`src/rtl/uart_tx_if.sv`:
```
`default_nettype none
// ==========================================================================
// uart_tx_if : byte handshake between a producer and the uart_tx FIFO
// Revision   : 1.0 - initial release
// ==========================================================================
interface uart_tx_if;
  logic [7:0] tx_data;
  logic       tx_valid;
  logic       tx_ready;

  modport master (output tx_data, output tx_valid, input tx_ready);
  modport slave  (input tx_data, input tx_valid, output tx_ready);
endinterface
`default_nettype wire

```
`src/rtl/uart_tx.sv`:
```
`default_nettype none
// ==========================================================================
// uart_tx  : FIFO-buffered 8N1 serial transmitter, back-to-back frames
// Revision : 1.0 - initial release
// ==========================================================================
module uart_tx #(
  parameter int OSCRATE    = 12_000_000,
  parameter int BAUDRATE   = 9600,
  parameter int FIFO_DEPTH = 4
) (
  input  wire logic                          clk,
  input  wire logic                          rst,
  uart_tx_if.slave                           bus,
  output logic                               tx,
  output logic                               busy,
  output logic [$clog2(FIFO_DEPTH):0]        fifo_level
);

  localparam int DIV = OSCRATE / BAUDRATE;
  localparam int CW  = $clog2(DIV);
  localparam int AW  = $clog2(FIFO_DEPTH);
  localparam int LW  = AW + 1;
  localparam logic [CW-1:0] DIV_LAST = CW'(DIV - 1);
  localparam logic [LW-1:0] LVL_FULL = LW'(FIFO_DEPTH);

  typedef enum logic [1:0] {
    S_IDLE  = 2'd0,
    S_START = 2'd1,
    S_DATA  = 2'd2,
    S_STOP  = 2'd3
  } state_t;

  state_t        r_state, w_state;
  logic [CW-1:0] r_div, w_div;
  logic [2:0]    r_bit, w_bit;
  logic [7:0]    r_shift, w_shift;
  logic          r_tx, w_tx;

  logic [7:0]    r_mem [FIFO_DEPTH];
  logic [AW-1:0] r_wr, r_rd;
  logic [LW-1:0] r_level;

  logic w_push, w_pop, w_not_empty, w_div_end;

  // Ready depends only on the registered level, so a full FIFO never
  // accepts in the same cycle it is popped.
  assign bus.tx_ready = (r_level != LVL_FULL);
  assign w_push       = bus.tx_valid && bus.tx_ready;
  assign w_not_empty  = (r_level != '0);
  assign w_div_end    = (r_div == DIV_LAST);

  always_ff @(posedge clk) begin
    if (w_push) r_mem[r_wr] <= bus.tx_data;
  end

  always_ff @(posedge clk or posedge rst) begin
    if (rst) begin
      r_wr    <= '0;
      r_rd    <= '0;
      r_level <= '0;
    end else begin
      if (w_push) r_wr <= r_wr + 1'b1;
      if (w_pop)  r_rd <= r_rd + 1'b1;
      case ({w_push, w_pop})
        2'b10:   r_level <= r_level + 1'b1;
        2'b01:   r_level <= r_level - 1'b1;
        default: r_level <= r_level;
      endcase
    end
  end

  always_ff @(posedge clk or posedge rst) begin
    if (rst) begin
      r_state <= S_IDLE;
      r_div   <= '0;
      r_bit   <= '0;
      r_shift <= '0;
      r_tx    <= 1'b1;
    end else begin
      r_state <= w_state;
      r_div   <= w_div;
      r_bit   <= w_bit;
      r_shift <= w_shift;
      r_tx    <= w_tx;
    end
  end

  always_comb begin
    w_state = r_state;
    w_div   = r_div;
    w_bit   = r_bit;
    w_shift = r_shift;
    w_tx    = r_tx;
    w_pop   = 1'b0;
    case (r_state)
      S_IDLE: begin
        w_tx = 1'b1;
        if (w_not_empty) begin
          w_pop   = 1'b1;
          w_shift = r_mem[r_rd];
          w_tx    = 1'b0;
          w_div   = '0;
          w_state = S_START;
        end
      end
      S_START: begin
        if (w_div_end) begin
          w_div   = '0;
          w_bit   = '0;
          w_tx    = r_shift[0];
          w_state = S_DATA;
        end else begin
          w_div = r_div + 1'b1;
        end
      end
      S_DATA: begin
        if (w_div_end) begin
          w_div = '0;
          if (r_bit == 3'd7) begin
            w_tx    = 1'b1;
            w_state = S_STOP;
          end else begin
            w_bit = r_bit + 3'd1;
            w_tx  = r_shift[w_bit];
          end
        end else begin
          w_div = r_div + 1'b1;
        end
      end
      S_STOP: begin
        if (w_div_end) begin
          w_div = '0;
          // Next start bit follows the last stop clock with no idle gap.
          if (w_not_empty) begin
            w_pop   = 1'b1;
            w_shift = r_mem[r_rd];
            w_tx    = 1'b0;
            w_state = S_START;
          end else begin
            w_state = S_IDLE;
          end
        end else begin
          w_div = r_div + 1'b1;
        end
      end
      default: begin
        w_state = S_IDLE;
        w_tx    = 1'b1;
      end
    endcase
  end

  assign tx         = r_tx;
  assign busy       = (r_state != S_IDLE) || w_not_empty;
  assign fifo_level = r_level;

endmodule
`default_nettype wire

```
`src/flat_wrapper.sv`:
```
// flat-port wrapper written by rule: the top's interface ports become plain ports
module uart_tx_flat 
#(
  parameter int OSCRATE    = 12_000_000,
  parameter int BAUDRATE   = 9600,
  parameter int FIFO_DEPTH = 4
)
  (clk, rst, tx, busy, fifo_level, bus_tx_data, bus_tx_valid, bus_tx_ready);
  uart_tx_if bus_i ();
  input  wire logic clk;
  input  wire logic rst;
  output logic tx;
  output logic busy;
  output logic [$clog2(FIFO_DEPTH):0] fifo_level;
  input wire logic [$bits(bus_i.tx_data)-1:0] bus_tx_data;
  input wire logic [$bits(bus_i.tx_valid)-1:0] bus_tx_valid;
  output wire logic [$bits(bus_i.tx_ready)-1:0] bus_tx_ready;
  assign bus_i.tx_data = bus_tx_data;
  assign bus_i.tx_valid = bus_tx_valid;
  assign bus_tx_ready = bus_i.tx_ready;
  uart_tx #(.OSCRATE(OSCRATE), .BAUDRATE(BAUDRATE), .FIFO_DEPTH(FIFO_DEPTH)) u_core (.clk(clk), .rst(rst), .bus(bus_i), .tx(tx), .busy(busy), .fifo_level(fifo_level));
endmodule
```
`config.mk`:
```
export PLATFORM = sky130hd
export DESIGN_NAME = uart_tx_flat
export DESIGN_NICKNAME = d
export VERILOG_FILES = /design/src/rtl/uart_tx_if.sv /design/src/rtl/uart_tx.sv /design/src/flat_wrapper.sv
export SDC_FILE = /design/constraint.sdc
export NUM_CORES = 1
export LEC_CHECK = 0
export CAP_MARGIN = 20
export CORE_MARGIN = 3
export CORE_UTILIZATION = 34
export CTS_CLUSTER_DIAMETER = 120
export CTS_CLUSTER_SIZE = 25
export DETAILED_ROUTE_END_ITERATION = 7
export PLACE_DENSITY = 0.49
export SLEW_MARGIN = 0
export SYNTH_ARGS = -nofsm -noshare
export SYNTH_HDL_FRONTEND = slang
export SYNTH_SLANG_ARGS = --single-unit
```
`constraint.sdc`:
```
create_clock -name clk -period 7.13 [get_ports clk]
set_input_delay 2.139 -clock clk [delete_from_list [all_inputs] [get_ports clk]]
set_output_delay 2.139 -clock clk [all_outputs]
set_load 0.02 [all_outputs]
```
==> impl_results.md <==
* Status: completed
* Mean post-synth cell area at 14.1 um^2
* Clk_lat worst skew at between 0.3 and 0.4 ns
* Worst Skew at around 0.0047 ns
* Fmax achieved at approximately 0.22 GHz
* Area Overhead vs Synth at 16.5%
* Post-route ant nets at 0
* Vias in the first global route at approximately 1800
* Post-synthesis simple-gate area fraction at about 7.8%
* Hpwl dp at 3.63 mm
* Syn_nets at approximately 240
* Dpl cells at ~330
* Initial Util at between 30% and 40%
* Slew Limit Fails at 0
* Via count at 1711
* Htree depth at 3
* Die ar. at ~10000 um^2
* Top-level I/O count at 17
* Reg2Reg Depth at 6
* WHS Path Cells at 2
* Adder-cell area share of the yosys netlist at ~6.5%
* Number of synthesized flops with an enable pin at 32
* PwrDens at between 400 and 500 nW/um^2
* Mux contribution to synthesized area at between 10% and 20%
* Cell family with most CP delay: simple AND/OR/NAND/NOR gates
* Die Height at 99.9 um
* Ant diodes at 0
* GR Util All Layers at 11.9%
* Min-Delay Path Class: register to register
* CTS tree: done
* Crit path kind: register to primary output
* DIE WIDTH at between 90 and 100 um
* Nets@finish at about 260
* WL per Instance at roughly 15 um
* Post-synth top area share at between 30% and 40%
* Minimum clock period at between 4 and 5 ns
* Largest net degree at the start of global routing at 33
* CORE AREA at 8380 um^2
* Yosys warns at 0
* Vias per cell at between 4 and 5
* Crit path cell chain: nor3_1 -> and2_1 -> inv_1 -> clkdlybuf4s50_1
* Worst slack, placed at between 2 and 3 ns
* Worst Path Buf+Inv at 2
* Cells after Synth at about 210
* Crit-path max cell delay at 0.55 ns
* Leakage at approximately 0.0014 uW
* Critical Path Slowest Stage Cell: clkdlybuf4s50_1
* Async set-reset flop share out of synthesis at between 50% and 60%
* Setup violators final at 0
* DR DRC count at 0
* CP Depth at 4
* Sink Count at 64
* FP Rows at 33
* WHS at 0.501 ns
* Largest family of logic cells by synthesized area: multiplexers
* CTS Buffer Depth at 2
* Cell area after synthesis at ~3000 um^2
* Drt first pass iters at 4
* Final Hold Fails at 0
* Fin Setup TNS at 0 ns
* Worst-path maximum fanout at 12
* First-pass GRT wire length at roughly 9 mm
* CTS Buf Count at 9
* Crit. End Element: primary output
* CP Launch Type: register
* Initial DRC Count at 48
* Synth Area in XOR/XNOR at under 10%
* Seq/Total Area, Yosys at approximately three fifths
* CTS hold repair buffers at 0
* RSZ-0062 raised after global routing: no
* CTS resizes at 0
* Seq cells post-synth at 64
* Max-cap violations at 0
* Post-CTS setup buffers at 0
* CP arrival at between 2 and 2.5 ns
* Synth Area in Compound Gates at 9.06%
* Cell taking the most area after synthesis: edfxtp_1
* Netlist cell types at 43
* Non-Filler Instances at approximately 350
* Routed WL at 5.21 mm
* Antenna violations before repair at 0
* Setup ws final at roughly 2.6 ns
* Synth top area cells: edfxtp_1 32%, dfrtp_1 26%, mux4_2 6.8%
* Clk slew on worst S/H paths at approximately 0.070 ns
* Count leader, synth: edfxtp_1
* Slew headroom at between 60% and 70%
* Post-synth top flop: edfxtp_1
* Tcrit/Tclk final at between 60% and 70%
* Port bufs at 16
* Worst-Margin Slew at 0.595 ns
* Peak supply drop at between 0.15 and 0.2 mV
* Most instantiated cells after synthesis: 32 x edfxtp_1, 31 x dfrtp_1, 15 x o21ai_0
* GPL Wtd Cong at between 0.7 and 0.8
* Remaining global-route overflow at 0
* Worst path required time at 4.99 ns
* Clk root buf: clkbuf_8
* Share of cells above drive strength 1 at roughly 17%
[final cells by class]
cell class	instances	area (um^2)
fillers	800	4890
flip-flops and latches	64	1760
multi-input cells	129	1160
repair buffers	18	175
well taps	105	131
clock buffers	9	124
clock inverters	7	95.1
inverters	13	48.8
[stage by stage]
stage	area, um^2	power [uW]	util [%]
2_1_floorplan	3000	982	-
3_3_place_gp	3270	1110	39.0
3_5_place_dp	3270	1110	39.0
4_1_cts	3490	1460	41.6
5_1_grt	3490	1550	41.7
6_report	3490	1430	41.7
[sequential cells by signal, indices dropped and copies added (netlist names)]
register and flops:
u_core.tx 1, u_core.r_div 11, u_core.r_wr 2, u_core.r_state 2
u_core.fifo_level 3, u_core.r_rd 2, u_core.r_mem 32, u_core.r_bit 3
u_core.r_shift 8
[worst register-to-register path, cell delays in order, from the launching register on]
cell     delay [ns]
dfrtp_1        0.44
or4b_4         0.58
o41ai_1        0.26
nor3b_1        0.49
ha_1           0.29
fa_1           0.42
mux2_2         0.26
[kinds of logic after synthesis]
kind of cell,after synthesis
AO/OA/AOI/OAI,39
AND/OR/NAND/NOR,44
adder cells (fa/ha/maj),15
multiplexers,23
flip-flops,64
XOR/XNOR,8
buffers and inverters,19
[final timing paths]
path | from | to | slack [ns]
min reg2reg | u_core.tx$_DFFE_PP1P_ | u_core.tx$_DFFE_PP1P_ | 0.50
max | u_core.fifo_level[0]$_DFFE_PP0P_ | busy | 2.62
min in group asynchronous | rst | u_core.r_wr[1]$_DFFE_PP0P_ | 2.19
max reg2reg | u_core.r_div[2]$_DFFE_PP0N_ | u_core.fifo_level[1]$_DFFE_PP0P_ | 4.28
min | u_core.tx$_DFFE_PP1P_ | u_core.tx$_DFFE_PP1P_ | 0.50
max in group asynchronous | rst | u_core.tx$_DFFE_PP1P_ | 4.61
[routing by layer]
metal	global-route usage, %	up-vias	part of all wire, %
met5	0	-	0
met4	5.04	0	1.6
met3	3.54	7	3.5
met2	17.8	24	46
met1	16.0	837	49
li1	-	843	-
[power breakdown]
part	switching, uW	internal [uW]	total [uW]
combinational	235	272	506
clock	144	197	341
sequential	88.4	499	587
[layout by cell type (no fill, tap or decap), types with 3 or more instances in the layout]
master | synthesis | final
edfxtp_1 | 32 | 32
dfrtp_1 | 31 | 31
clkdlybuf4s50_1 | 0 | 16
o21ai_0 | 15 | 15
ha_1 | 14 | 14
inv_1 | 13 | 13
nand2_1 | 12 | 12
mux4_2 | 9 | 9
nor2_1 | 9 | 9
clkbuf_8 | 0 | 9
mux2_4 | 8 | 8
and3_1 | 6 | 6
xnor2_1 | 5 | 5
a22o_1 | 5 | 5
nand3_1 | 4 | 4
o41ai_1 | 4 | 4
mux2i_1 | 4 | 4
and2_1 | 3 | 3
xor2_1 | 3 | 3
o31ai_1 | 3 | 3
No activity file was read; power rests on OpenSTA's default activity.
